**config.mk**
```make
export PLATFORM = sky130hd
export DESIGN_NAME = imem_loader
export DESIGN_NICKNAME = d
export VERILOG_FILES = /design/src/rtl/imem_loader.sv
export SDC_FILE = /design/constraint.sdc
export NUM_CORES = 1
export LEC_CHECK = 0
export BUFFER_PORTS_ARGS = -buffer_cell sky130_fd_sc_hd__buf_2
export CAP_MARGIN = 20
export CORE_UTILIZATION = 56
export DETAILED_ROUTE_END_ITERATION = 8
export GPL_ROUTABILITY_DRIVEN = 0
export PLACE_DENSITY = 0.93
export SYNTH_ARGS = -nofsm -noshare
export SYNTH_HDL_FRONTEND = slang
export SYNTH_SLANG_ARGS = --single-unit
```
**constraint.sdc**
```tcl
create_clock -name CLK -period 3.06 [get_ports CLK]
set_input_delay 0.153 -clock CLK [delete_from_list [all_inputs] [get_ports CLK]]
set_output_delay 0.153 -clock CLK [all_outputs]
set_load 0.05 [all_outputs]
```
**src/rtl/imem_loader.sv**
```systemverilog
// imem_loader: instruction-memory loader.
// Accepts a byte stream over a valid/ready handshake, assembles big-endian
// 32-bit words (first byte lands in bits [31:24]) and writes each word to
// consecutive word-aligned addresses through the memory cs/wr port. The CPU
// is held off (cpu_hold) while a load is in progress; done marks a complete
// program image.
//
// Ports:
//   CLK, RESET          clock, synchronous active-high reset
//   start, word_count   load request pulse and number of words (clamped to 1024)
//   byte_valid, byte_in source byte stream
//   byte_ready          loader accepts a byte this cycle
//   im_cs, im_wr        memory chip select / write strobe (WRITE state only)
//   im_addr, im_din     memory byte address / write data
//   busy, cpu_hold      load in progress (COLLECT or WRITE)
//   done                load finished, held until the next start
module imem_loader #(
    parameter int                ADDR_W    = 12,
    parameter logic [ADDR_W-1:0] BASE_ADDR = '0
) (
    input  logic              CLK,
    input  logic              RESET,
    input  logic              start,
    input  logic [10:0]       word_count,
    input  logic              byte_valid,
    input  logic [7:0]        byte_in,
    output logic              byte_ready,
    output logic              im_cs,
    output logic              im_wr,
    output logic [ADDR_W-1:0] im_addr,
    output logic [31:0]       im_din,
    output logic              busy,
    output logic              cpu_hold,
    output logic              done
);

    typedef enum logic [1:0] {IDLE, COLLECT, WRITE, DONE} state_t;

    state_t            state;
    logic [ADDR_W-1:0] addr;
    logic [31:0]       word;
    logic [1:0]        byte_idx;
    logic [10:0]       count;
    logic [10:0]       words_done;

    // Largest image the 4 KB memory can hold is 1024 words.
    function automatic logic [10:0] clamp_count(input logic [10:0] wc);
        return (wc > 11'd1024) ? 11'd1024 : wc;
    endfunction

    // Single FSM; byte_ready/im_wr/busy/done are registered and updated on
    // every state transition so they always match the state being entered.
    always_ff @(posedge CLK) begin
        if (RESET) begin
            state      <= IDLE;
            addr       <= BASE_ADDR;
            word       <= '0;
            byte_idx   <= '0;
            count      <= '0;
            words_done <= '0;
            byte_ready <= 1'b0;
            im_wr      <= 1'b0;
            busy       <= 1'b0;
            done       <= 1'b0;
        end else begin
            case (state)
                IDLE, DONE: begin
                    if (start) begin
                        count      <= clamp_count(word_count);
                        addr       <= BASE_ADDR;
                        byte_idx   <= '0;
                        words_done <= '0;
                        if (word_count == 11'd0) begin
                            state      <= DONE;
                            byte_ready <= 1'b0;
                            busy       <= 1'b0;
                            done       <= 1'b1;
                        end else begin
                            state      <= COLLECT;
                            byte_ready <= 1'b1;
                            busy       <= 1'b1;
                            done       <= 1'b0;
                        end
                        im_wr <= 1'b0;
                    end
                end
                COLLECT: begin
                    if (byte_valid) begin
                        word     <= {word[23:0], byte_in};
                        byte_idx <= byte_idx + 2'd1;
                        if (byte_idx == 2'd3) begin
                            state      <= WRITE;
                            byte_ready <= 1'b0;
                            im_wr      <= 1'b1;
                        end
                    end
                end
                WRITE: begin
                    addr       <= addr + ADDR_W'(4);
                    words_done <= words_done + 11'd1;
                    im_wr      <= 1'b0;
                    if (words_done + 11'd1 == count) begin
                        state      <= DONE;
                        byte_ready <= 1'b0;
                        busy       <= 1'b0;
                        done       <= 1'b1;
                    end else begin
                        state      <= COLLECT;
                        byte_ready <= 1'b1;
                    end
                end
                default: begin
                    state      <= IDLE;
                    byte_ready <= 1'b0;
                    im_wr      <= 1'b0;
                    busy       <= 1'b0;
                    done       <= 1'b0;
                end
            endcase
        end
    end

    assign im_cs    = im_wr;
    assign cpu_hold = busy;
    assign im_addr  = addr;
    assign im_din   = word;

endmodule

```
==> impl_metrics.ini, run 1 <==
[flow_run]
maxCapViolCount = 0

[worst_setup_path]
required_ns = 3.27
crit_path_end_kind = flop
r2r_cells = 7
worstPathArrival_ns = 2.64
start_kind = flop
critPathMaxStageDelay_ns = 0.46
r2r_end = busy
crit_chain = ha_1, nand3_1, or2_1, o21ai_0, a31oi_1, nor4_2, o22ai_1
critical-path-slowest-cell = nor4_2
critPathKind = reg2reg
rrSetupSlack_ns = 0.63
cp_top_family = simple AND/OR/NAND/NOR gates
cp_max_fo = 8
r2r_start = words_done[0]
cp_num_buf_inv = 0

[pwr]
pwr_density_cell_nw_per_um2 = 746
p_leak_nw = 1.60
ir_drop_uv = 719

[yosys]
syn_inst = 427
synthesis.area_um2 = 3420
yosysSeqAreaShare = 0.421
yosys-top-cells-area = dfxtp_1 (42%), nand2_1 (10%), a21oi_1 (8.2%)
synth_top_cells_by_count = nand2_1 (92), dfxtp_1 (72), a21oi_1 (56)
synth-edff-count = 0
yosysTopAreaCell = dfxtp_1
synth_cell_types = 53
ys_ff_latch = 72
synth-warning-count = 0
synth.most_common_cell = nand2_1
avgSynthCellArea_um2 = 8.01
yosysTopAreaCellShare = 0.421
synthArstFlopShare = 0
synth_ff_type = dfxtp_1

[routing]
first_pass_iters = 5
drt-wirelength-per-cell_um = 14.6
wirelength_mm = 8.24
vias_per_cell = 5.77
drt_iter0_drc = 331
ant_nets = 0
drc_errors = 0
dr_total_vias = 3246

[worst_hold_path]
min_to = im_din[2]
hold_path.class = in2reg
hp-start = byte_in[2]
hold-path-cell-count = 3

[sta]
maxSlewViolCount = 0
fmax_mhz = 412
worst_pin_slew_ns = 0.942
fin_crit_ns = 2.43
slew-limit-headroom = 0.370
hold_violations = 0
timing.setup.tns_ns = 0
finalClockSkew_ns = 0.00978
rsz0062_at_grt = false
period_share = 0.793
setup_viol = 0
holdWs_ns = 0.0243

[grt]
grt_pass1_vias = 2873
grt_pass1_wl_mm = 13.0
overflow = 0
grt_antenna_before_repair = 0
grt_max_degree = 47
grt_use_total = 0.264

[floorplan]
die_height_um = 80.2
rows = 28
io_pins = 73
dieWidth_um = 80.2
core_area_um2 = 5920
die_area_um2 = 6430
initial_utilization = 0.578

[outcome]
status = finished, final reports clean

[clock_network]
clockRootBuffer = clkbuf_8
cts_resized = 0
cts_htree_levels = 3
cts_tree = yes
cts_hold_buf = 0
clock_path_buffers = 2
cts_sinks = 72
numCtsBuffers = 9
clk_pin_slew_ns = 0.09
worst_skew_pair.late_latency_ns = 0.36
postCtsSetupBuffers = 0

[layout]
num-nets-final = 512
area_growth_pct = 14.4
n_antenna_cell = 0
drive_gt1_frac = 0.217

[placed_design]
port_buffers = 70
hpwl_mm = 5.47
## kinds of logic (layout without fill, tap and decap cells)
group                      count (synthesis)  count (layout)  synth area share
and+or+nand+nor                          197             197             0.273
AOI/OAI and AO/OA                         93              93             0.162
DFF                                       72              72             0.421
buffers and inverters                     36              96            0.0629
xor gates and xnor gates                  17              17            0.0435
adders and majority gates                  6               6            0.0219
muxes                                      5               5            0.0150
other                                      1               2           0.00110
## cells in the final DEF (no fill, tap or decap), drive strengths merged, types with 8 or more instances in the layout
cell and instances:
nor3 10, clkbuf 9, buf 75, a21oi 56, o21ai 8, nor2 44
nand2 93, a22oi 9, xor2 11, dfxtp 72
## power breakdown
group / total (mW) / switching (mW) / leakage (nW) / internal (mW)
clock network: 0.776 / 0.391 / 0.102 / 0.386
logic: 1.05 / 0.767 / 0.919 / 0.283
registers: 1.09 / 0.0763 / 0.583 / 1.02
total: 2.92 / 1.23 / 1.60 / 1.69
## cell type report
cell class,count,area [um2]
Clock buffer,9,124
Fill cell,477,2010
Timing Repair Buffer,75,388
Inverter,5,18.8
Tap cell,75,93.8
Clock inverter,7,80.1
Sequential cell,72,1440
Multi-Input combinational cell,320,1770
## per-layer routing
metal  up-vias  part of all wire  GRT usage  wire [um]
met2       152              0.49      0.452       4000
met5         -                 0          0          0
met1      1497              0.41      0.307       3380
met3        29             0.067     0.0614        551
met4         0             0.038      0.134        310
li1       1568                 -          -          -
## registers in the layout, indices dropped and copies added, names as in the netlist
name / flops
done: 1
im_cs: 1
state: 2
im_addr: 10
words_done: 11
byte_idx: 2
im_din: 32
count: 11
byte_ready: 1
busy: 1
## worst reg2reg max path: stages, from the launching register on
cell and delay [ns]:
dfxtp_1 0.45, ha_1 0.31, nand3_1 0.28, or2_1 0.34
o21ai_0 0.20, a31oi_1 0.08, nor4_2 0.46, o22ai_1 0.16
## stage by stage
| step | utilization | worst slack, ns | instance area [um2] | total power [mW] | instances |
|---|---|---|---|---|---|
| after detailed placement | 0.627 | 0.704 | 3710 | 2.12 | 547 |
| after global placement | 0.627 | 0.835 | 3710 | 2.09 | 547 |
| after global routing | 0.661 | 0.432 | 3920 | 3.05 | 563 |
| after CTS | 0.661 | 0.662 | 3920 | 2.91 | 563 |
| after floorplan | - | 1.05 | 3430 | 1.91 | 428 |
| final | 0.661 | 0.632 | 3920 | 2.92 | 563 |
## how the worst max path moves through the flow
stage / from / end / slack (ns) / cells after the start
2_1_floorplan: words_done[0] / byte_ready / 1.05 / 7
3_3_place_gp: words_done[0] / byte_ready / 0.84 / 7
3_5_place_dp: words_done[0] / byte_ready / 0.70 / 7
4_1_cts: words_done[0] / busy / 0.66 / 7
5_1_grt: words_done[0] / byte_ready / 0.43 / 7
6_report: words_done[0] / busy / 0.63 / 7
Power figures use the tool's default switching activity.
==> run 2: changes to the inputs <==
- ABC_AREA: not set -> 1
- CORE_UTILIZATION: 56 -> 49
- PLACE_DENSITY: 0.93 -> 0.87
- clock period: 3.06 -> 2.1 ns (I/O delays scaled with it)
==> run 2 against run 1 <==
Against the previous run: first-iteration DRC count down 44%; clock skew up 0.00061 ns; critical path depth grew 6; clock power rose by 25%; sequential share of layout area down 0.077 points; flip-flop and latch count unchanged; register-to-register slack got worse by 0.49 ns; global-route usage fell by 4.1 points; combinational power is 99% higher; synthesized cell count up 11%; core utilization fell by 4.9 points; worst setup slack worse by 0.49 ns.
==> impl_metrics.ini, run 2 <==
[grt]
grt_pass1_vias = 2815
grt_antenna_before_repair = 0
overflow = 0
grt_use_total = 0.223
grt_max_degree = 40
grt_pass1_wl_mm = 12.7

[pwr]
p_int_mw = 2.64
p_leak_nw = 1.72
pwr_density_cell_nw_per_um2 = 1240
pwr-share-clk = 0.199
p_seq_frac = 0.373
swShare = 0.458
switching_power_mw = 2.23
ir_drop_uv = 940
combinationalPowerShare = 0.428

[clock_network]
cts_tree = yes
numCtsBuffers = 9
cts_sinks = 72
cts_htree_levels = 3
clock_path_buffers = 2
clockRootBuffer = clkbuf_8
worst_skew_pair.late_latency_ns = 0.35
cts_hold_buf = 0
clk_pin_slew_ns = 0.08

[yosys]
ys_ff_latch = 72
syn_inst = 472
synth_fa_ha_area_frac = 0.0228
synth-compound-area-share = 0.141
synth-warning-count = 0
avgSynthCellArea_um2 = 6.98
yosysTopAreaCellShare = 0.437
synth-xor-area-share = 0.00797
yosysSeqAreaShare = 0.437
synth-edff-count = 0
synthesis.area_um2 = 3300
synth_cell_types = 32
synth_top_family_by_area = simple AND/OR/NAND/NOR gates
synthArstFlopShare = 0
synth.most_common_cell = nor2_1
synth_ff_type = dfxtp_1
synth-simple-area-share = 0.317
synth_mux_area_frac = 0
yosys-top-cells-area = dfxtp_1 (44%), nor2_1 (11%), nand2_1 (10%)
yosysTopAreaCell = dfxtp_1
synth_top_cells_by_count = nor2_1 (97), nand2_1 (91), dfxtp_1 (72)

[routing]
vias_per_cell = 5.16
wirelength_mm = 7.75
dr_total_vias = 3222
drt-wirelength-per-cell_um = 12.4
drc_errors = 0
drt_iter0_drc = 186
ant_nets = 0
first_pass_iters = 4

[worst_setup_path]
critical-path-slowest-cell = ha_2
crit_chain = inv_1, ha_2, nand2_4, o21ai_2, inv_4, nor2_4, nand3_2, nor2_4, nand3_2, nor2_2, nand2_1, o21ai_1, nor3b_2
start_kind = flop
critPathKind = reg2reg
required_ns = 2.39
worstPathArrival_ns = 2.24
critPathMaxStageDelay_ns = 0.38
cp_max_fo = 5
crit_path_end_kind = flop

[sta]
rsz0062_at_grt = false
timing.setup.tns_ns = 0
maxSlewViolCount = 0
slew-limit-headroom = 0.360
worst_pin_slew_ns = 0.958
hold_violations = 0
setup_viol = 0
fin_crit_ns = 1.95
finalClockSkew_ns = 0.0104
period_share = 0.930
fmax_mhz = 512

[layout]
largest_register_ffs = 32
layout_common_cells = nor2_1 (95), nand2_1 (89), dfxtp_1 (70), buf_2 (70), o21ai_0 (40)
num-nets-final = 572
area_growth_pct = 19.2
n_fill_cell = 541
n_antenna_cell = 0
final_cells = 625
drive_gt1_frac = 0.208
final_common_cell = nor2_1

[outcome]
status = finished, final reports clean

[floorplan]
rows = 29
die_height_um = 84.0
initial_utilization = 0.513
io_pins = 73
core_area_um2 = 6420
die_area_um2 = 7060
dieWidth_um = 84.0

[flow_run]
maxCapViolCount = 0

[worst_hold_path]
hold_path.class = in2reg

[placed_design]
hpwl_mm = 5.54
port_buffers = 70
place_inst = 609
==> run 2: cell count changes after synthesis, sizes merged, moves of 9 or more <==
| cell | before | now |
|---|---|---|
| o21ai | 8 | 44 |
| inv | 5 | 40 |
| nand3 | 6 | 33 |
| a21oi | 56 | 32 |
| xor2 | 11 | 2 |
| nor2 | 44 | 102 |
==> run 2: critical path: cells and delay by family, from the launching register on <==
family,cells,cell delay (ns)
AO/OA/AOI/OAI,2,0.22
adder cells (fa/ha/maj),1,0.38
buffers and inverters,2,0.12
flip-flops,1,0.36
AND/OR/NAND/NOR,8,0.81
==> run 2: power groups by stage <==
stage          clock network, mW  registers [mW]  logic (mW)
5_1_grt                     1.04            1.85        2.25
4_1_cts                    0.978            1.81        2.06
6_report                   0.970            1.82        2.09
2_1_floorplan                  0            2.46       0.949
3_3_place_gp                   0            1.83        2.00
3_5_place_dp                   0            1.84        2.05
==> run 2: logic make-up after synthesis <==
family | Yosys count
simple gates | 243
compound gates | 87
flops | 72
buf+inv | 60
fa+ha+maj | 6
xor+xnor | 3
other cells | 1
==> run 2: area by class of cell <==
type | count | area, um2 | share of cell area
tap | 77 | 96.3 | 0.0245
clock buffer | 10 | 128 | 0.0325
multi-input combinational | 341 | 1650 | 0.419
clock inverter | 6 | 45.0 | 0.0115
timing repair buffer | 79 | 418 | 0.106
sequential | 72 | 1440 | 0.367
inverter | 40 | 153 | 0.0388
==> run 2: timing repair <==
item	in CTS	in global routing
cloned	0	0
resized for setup	1	10
pin swaps	0	2
hold endpoints to repair	0	0
endpoints found under the setup margin	3	19
setup buffers	0	0
==> run 2: metrics by stage <==
stage	instance area, um2	hold WS (ns)	worst slack [ns]	power (mW)	util
6_report	3930	0.00596	0.146	4.87	0.612
5_1_grt	3930	0.0140	0.00461	5.14	0.612
4_1_cts	3900	0.00206	0.00211	4.85	0.607
3_5_place_dp	3720	0.362	0.00815	3.89	0.580
3_3_place_gp	3720	0.351	0.117	3.83	0.580
2_1_floorplan	3300	0.248	0.0199	3.40	-
==> run 2: worst paths after layout <==
check	slack (ns)	cells past startpoint	startpoint	end
max	0.15	13	state[0]	im_addr[11]
min	0.006	3	byte_in[3]	im_din[3]
max reg2reg	0.15	13	state[0]	im_addr[11]
min reg2reg	0.47	2	byte_idx[1]	byte_idx[1]
==> run 2: metal layers <==
| layer | share of wire | GRT usage |
|---|---|---|
| met1 | 0.45 | 0.283 |
| met2 | 0.47 | 0.364 |
| met3 | 0.052 | 0.0435 |
| met4 | 0.022 | 0.108 |
| met5 | 0 | 0 |
==> run 3: changes to the inputs <==
- CORE_UTILIZATION: 49 -> 54
- PLACE_DENSITY: 0.87 -> 0.91
- clock period: 2.1 -> 1.9 ns (I/O delays scaled with it)
==> run 3 against run 2 <==
Against the previous run: count of clock-buffer cells in the layout unchanged; non-clock buffer count increased by 7; first-iteration DRC count increased by 88%; register-to-register slack got worse by 0.09 ns; worst hold slack improved by 0.0025 ns; die area decreased by 9.0%; flip-flop and latch count unchanged; critical endpoint is now busy.
==> impl_metrics.ini, run 3 (synthesis results as in run 2) <==
[outcome]
status = finished, final reports clean

[sta]
period_share = 0.972
hold_violations = 0
timing.setup.tns_ns = 0
rsz0062_at_grt = true
fin_crit_ns = 1.85
holdWs_ns = 0.00843
setup_viol = 0
maxSlewViolCount = 0
slew-limit-headroom = 0.608
finalClockSkew_ns = 0.0109
worst_pin_slew_ns = 0.587
fmax_mhz = 541

[routing]
dr_total_vias = 3407
ant_nets = 0
drt-wirelength-per-cell_um = 13.8
vias_per_cell = 5.41
wirelength_mm = 8.71
drc_errors = 0
drt_iter0_drc = 350
first_pass_iters = 5

[grt]
overflow = 0
grt_antenna_before_repair = 0
grt_max_degree = 34
grt_use_total = 0.267
grt_pass1_vias = 2973
grt_pass1_wl_mm = 13.1

[worst_setup_path]
start_kind = flop
required_ns = 2.15
critical-path-slowest-cell = dfxtp_4
crit_top_cell = nand2_1
critPathKind = reg2reg
worstPathArrival_ns = 2.09
crit_chain = ha_4, nand2_4, nor2_4, nand2_1, nand2_1, nand2_1, nand2_1, nor2_1, nand2_1, nor2_1, nand2_1, nand2_2, nand3_1, nand2_1, nor2_1
critPathMaxStageDelay_ns = 0.37
crit_path_end_kind = flop
cp_max_fo = 4

[layout]
area_growth_pct = 24.1
layout_common_cells = nor2_1 (91), nand2_1 (86), buf_2 (70)
n_antenna_cell = 0
largest_register_ffs = 32
final_common_cell = nor2_1
n_fill_cell = 472
drive_gt1_frac = 0.247
num-nets-final = 579

[placed_design]
port_buffers = 70
hpwl_mm = 5.84

[pwr]
p_leak_nw = 1.77
pwr_density_cell_nw_per_um2 = 1350
ir_drop_uv = 1070

[floorplan]
initial_utilization = 0.557
core_area_um2 = 5920
rows = 28
io_pins = 73
dieWidth_um = 80.1
die_area_um2 = 6420
die_height_um = 80.1

[flow_run]
maxCapViolCount = 0

[worst_hold_path]
hold_path.class = in2reg

[clock_network]
cts_tree = yes
numCtsBuffers = 9
clk_pin_slew_ns = 0.08
cts_htree_levels = 3
clock_path_buffers = 2
worst_skew_pair.late_latency_ns = 0.36
clockRootBuffer = clkbuf_8
cts_sinks = 72
-- run 3: critical path: cells and delay by family (launching register included) --
| kind | cells | cell delay, ns |
|---|---|---|
| flip-flops | 1 | 0.37 |
| AND/OR/NAND/NOR | 14 | 1.18 |
| adder cells (fa/ha/maj) | 1 | 0.17 |
-- run 3: where the power goes --
group          switching [mW]  internal (mW)
Clock                   0.618          0.478
Combinational            1.74          0.677
Sequential              0.208           1.81
-- run 3: final cells by class --
cell class | instances | area [um2] | area share
inverters | 40 | 156 | 0.0382
well taps | 75 | 93.8 | 0.0229
clock inverters | 6 | 45.0 | 0.0110
repair buffers | 86 | 480 | 0.117
multi-input cells | 341 | 1730 | 0.422
clock buffers | 10 | 128 | 0.0312
flip-flops and latches | 72 | 1460 | 0.357
-- run 3: repair_timing --
action	in CTS	in global routing
gates resized for setup	4	32
setup buffers	0	1
pin swaps	1	4
hold buffers	4	0
hold endpoints to repair	4	0
setup endpoints to repair	3	24
-- run 3: path summary, 6_finish.rpt --
path	endpoint	slack [ns]	cells after the start	startpoint
hold reg to reg	byte_idx[1]	0.47	2	byte_idx[1]
hold / removal	im_din[1]	0.008	3	byte_in[1]
setup / recovery	busy	0.05	15	words_done[0]
setup reg to reg	busy	0.05	15	words_done[0]
-- run 3: routing by layer --
metal  GRT usage  vias to the layer above  routed length [um]
li1            -                     1683                   -
met1       0.322                     1540                3540
met2       0.449                      156                4370
met3      0.0625                       28                 560
met4       0.127                        0                 239
met5           0                        -                   0
-- run 3: stage by stage --
step / power, mW / utilization / instance area [um2] / std cells / worst slack, ns
2_1_floorplan: 3.80 / - / 3330 / 473 / 0.0188
3_3_place_gp: 4.29 / 0.635 / 3760 / 609 / 0.0981
3_5_place_dp: 4.38 / 0.635 / 3760 / 609 / -0.0381
4_1_cts: 5.46 / 0.673 / 3990 / 629 / 0.00440
5_1_grt: 5.81 / 0.691 / 4090 / 630 / -0.0506
6_report: 5.54 / 0.691 / 4090 / 630 / 0.0524
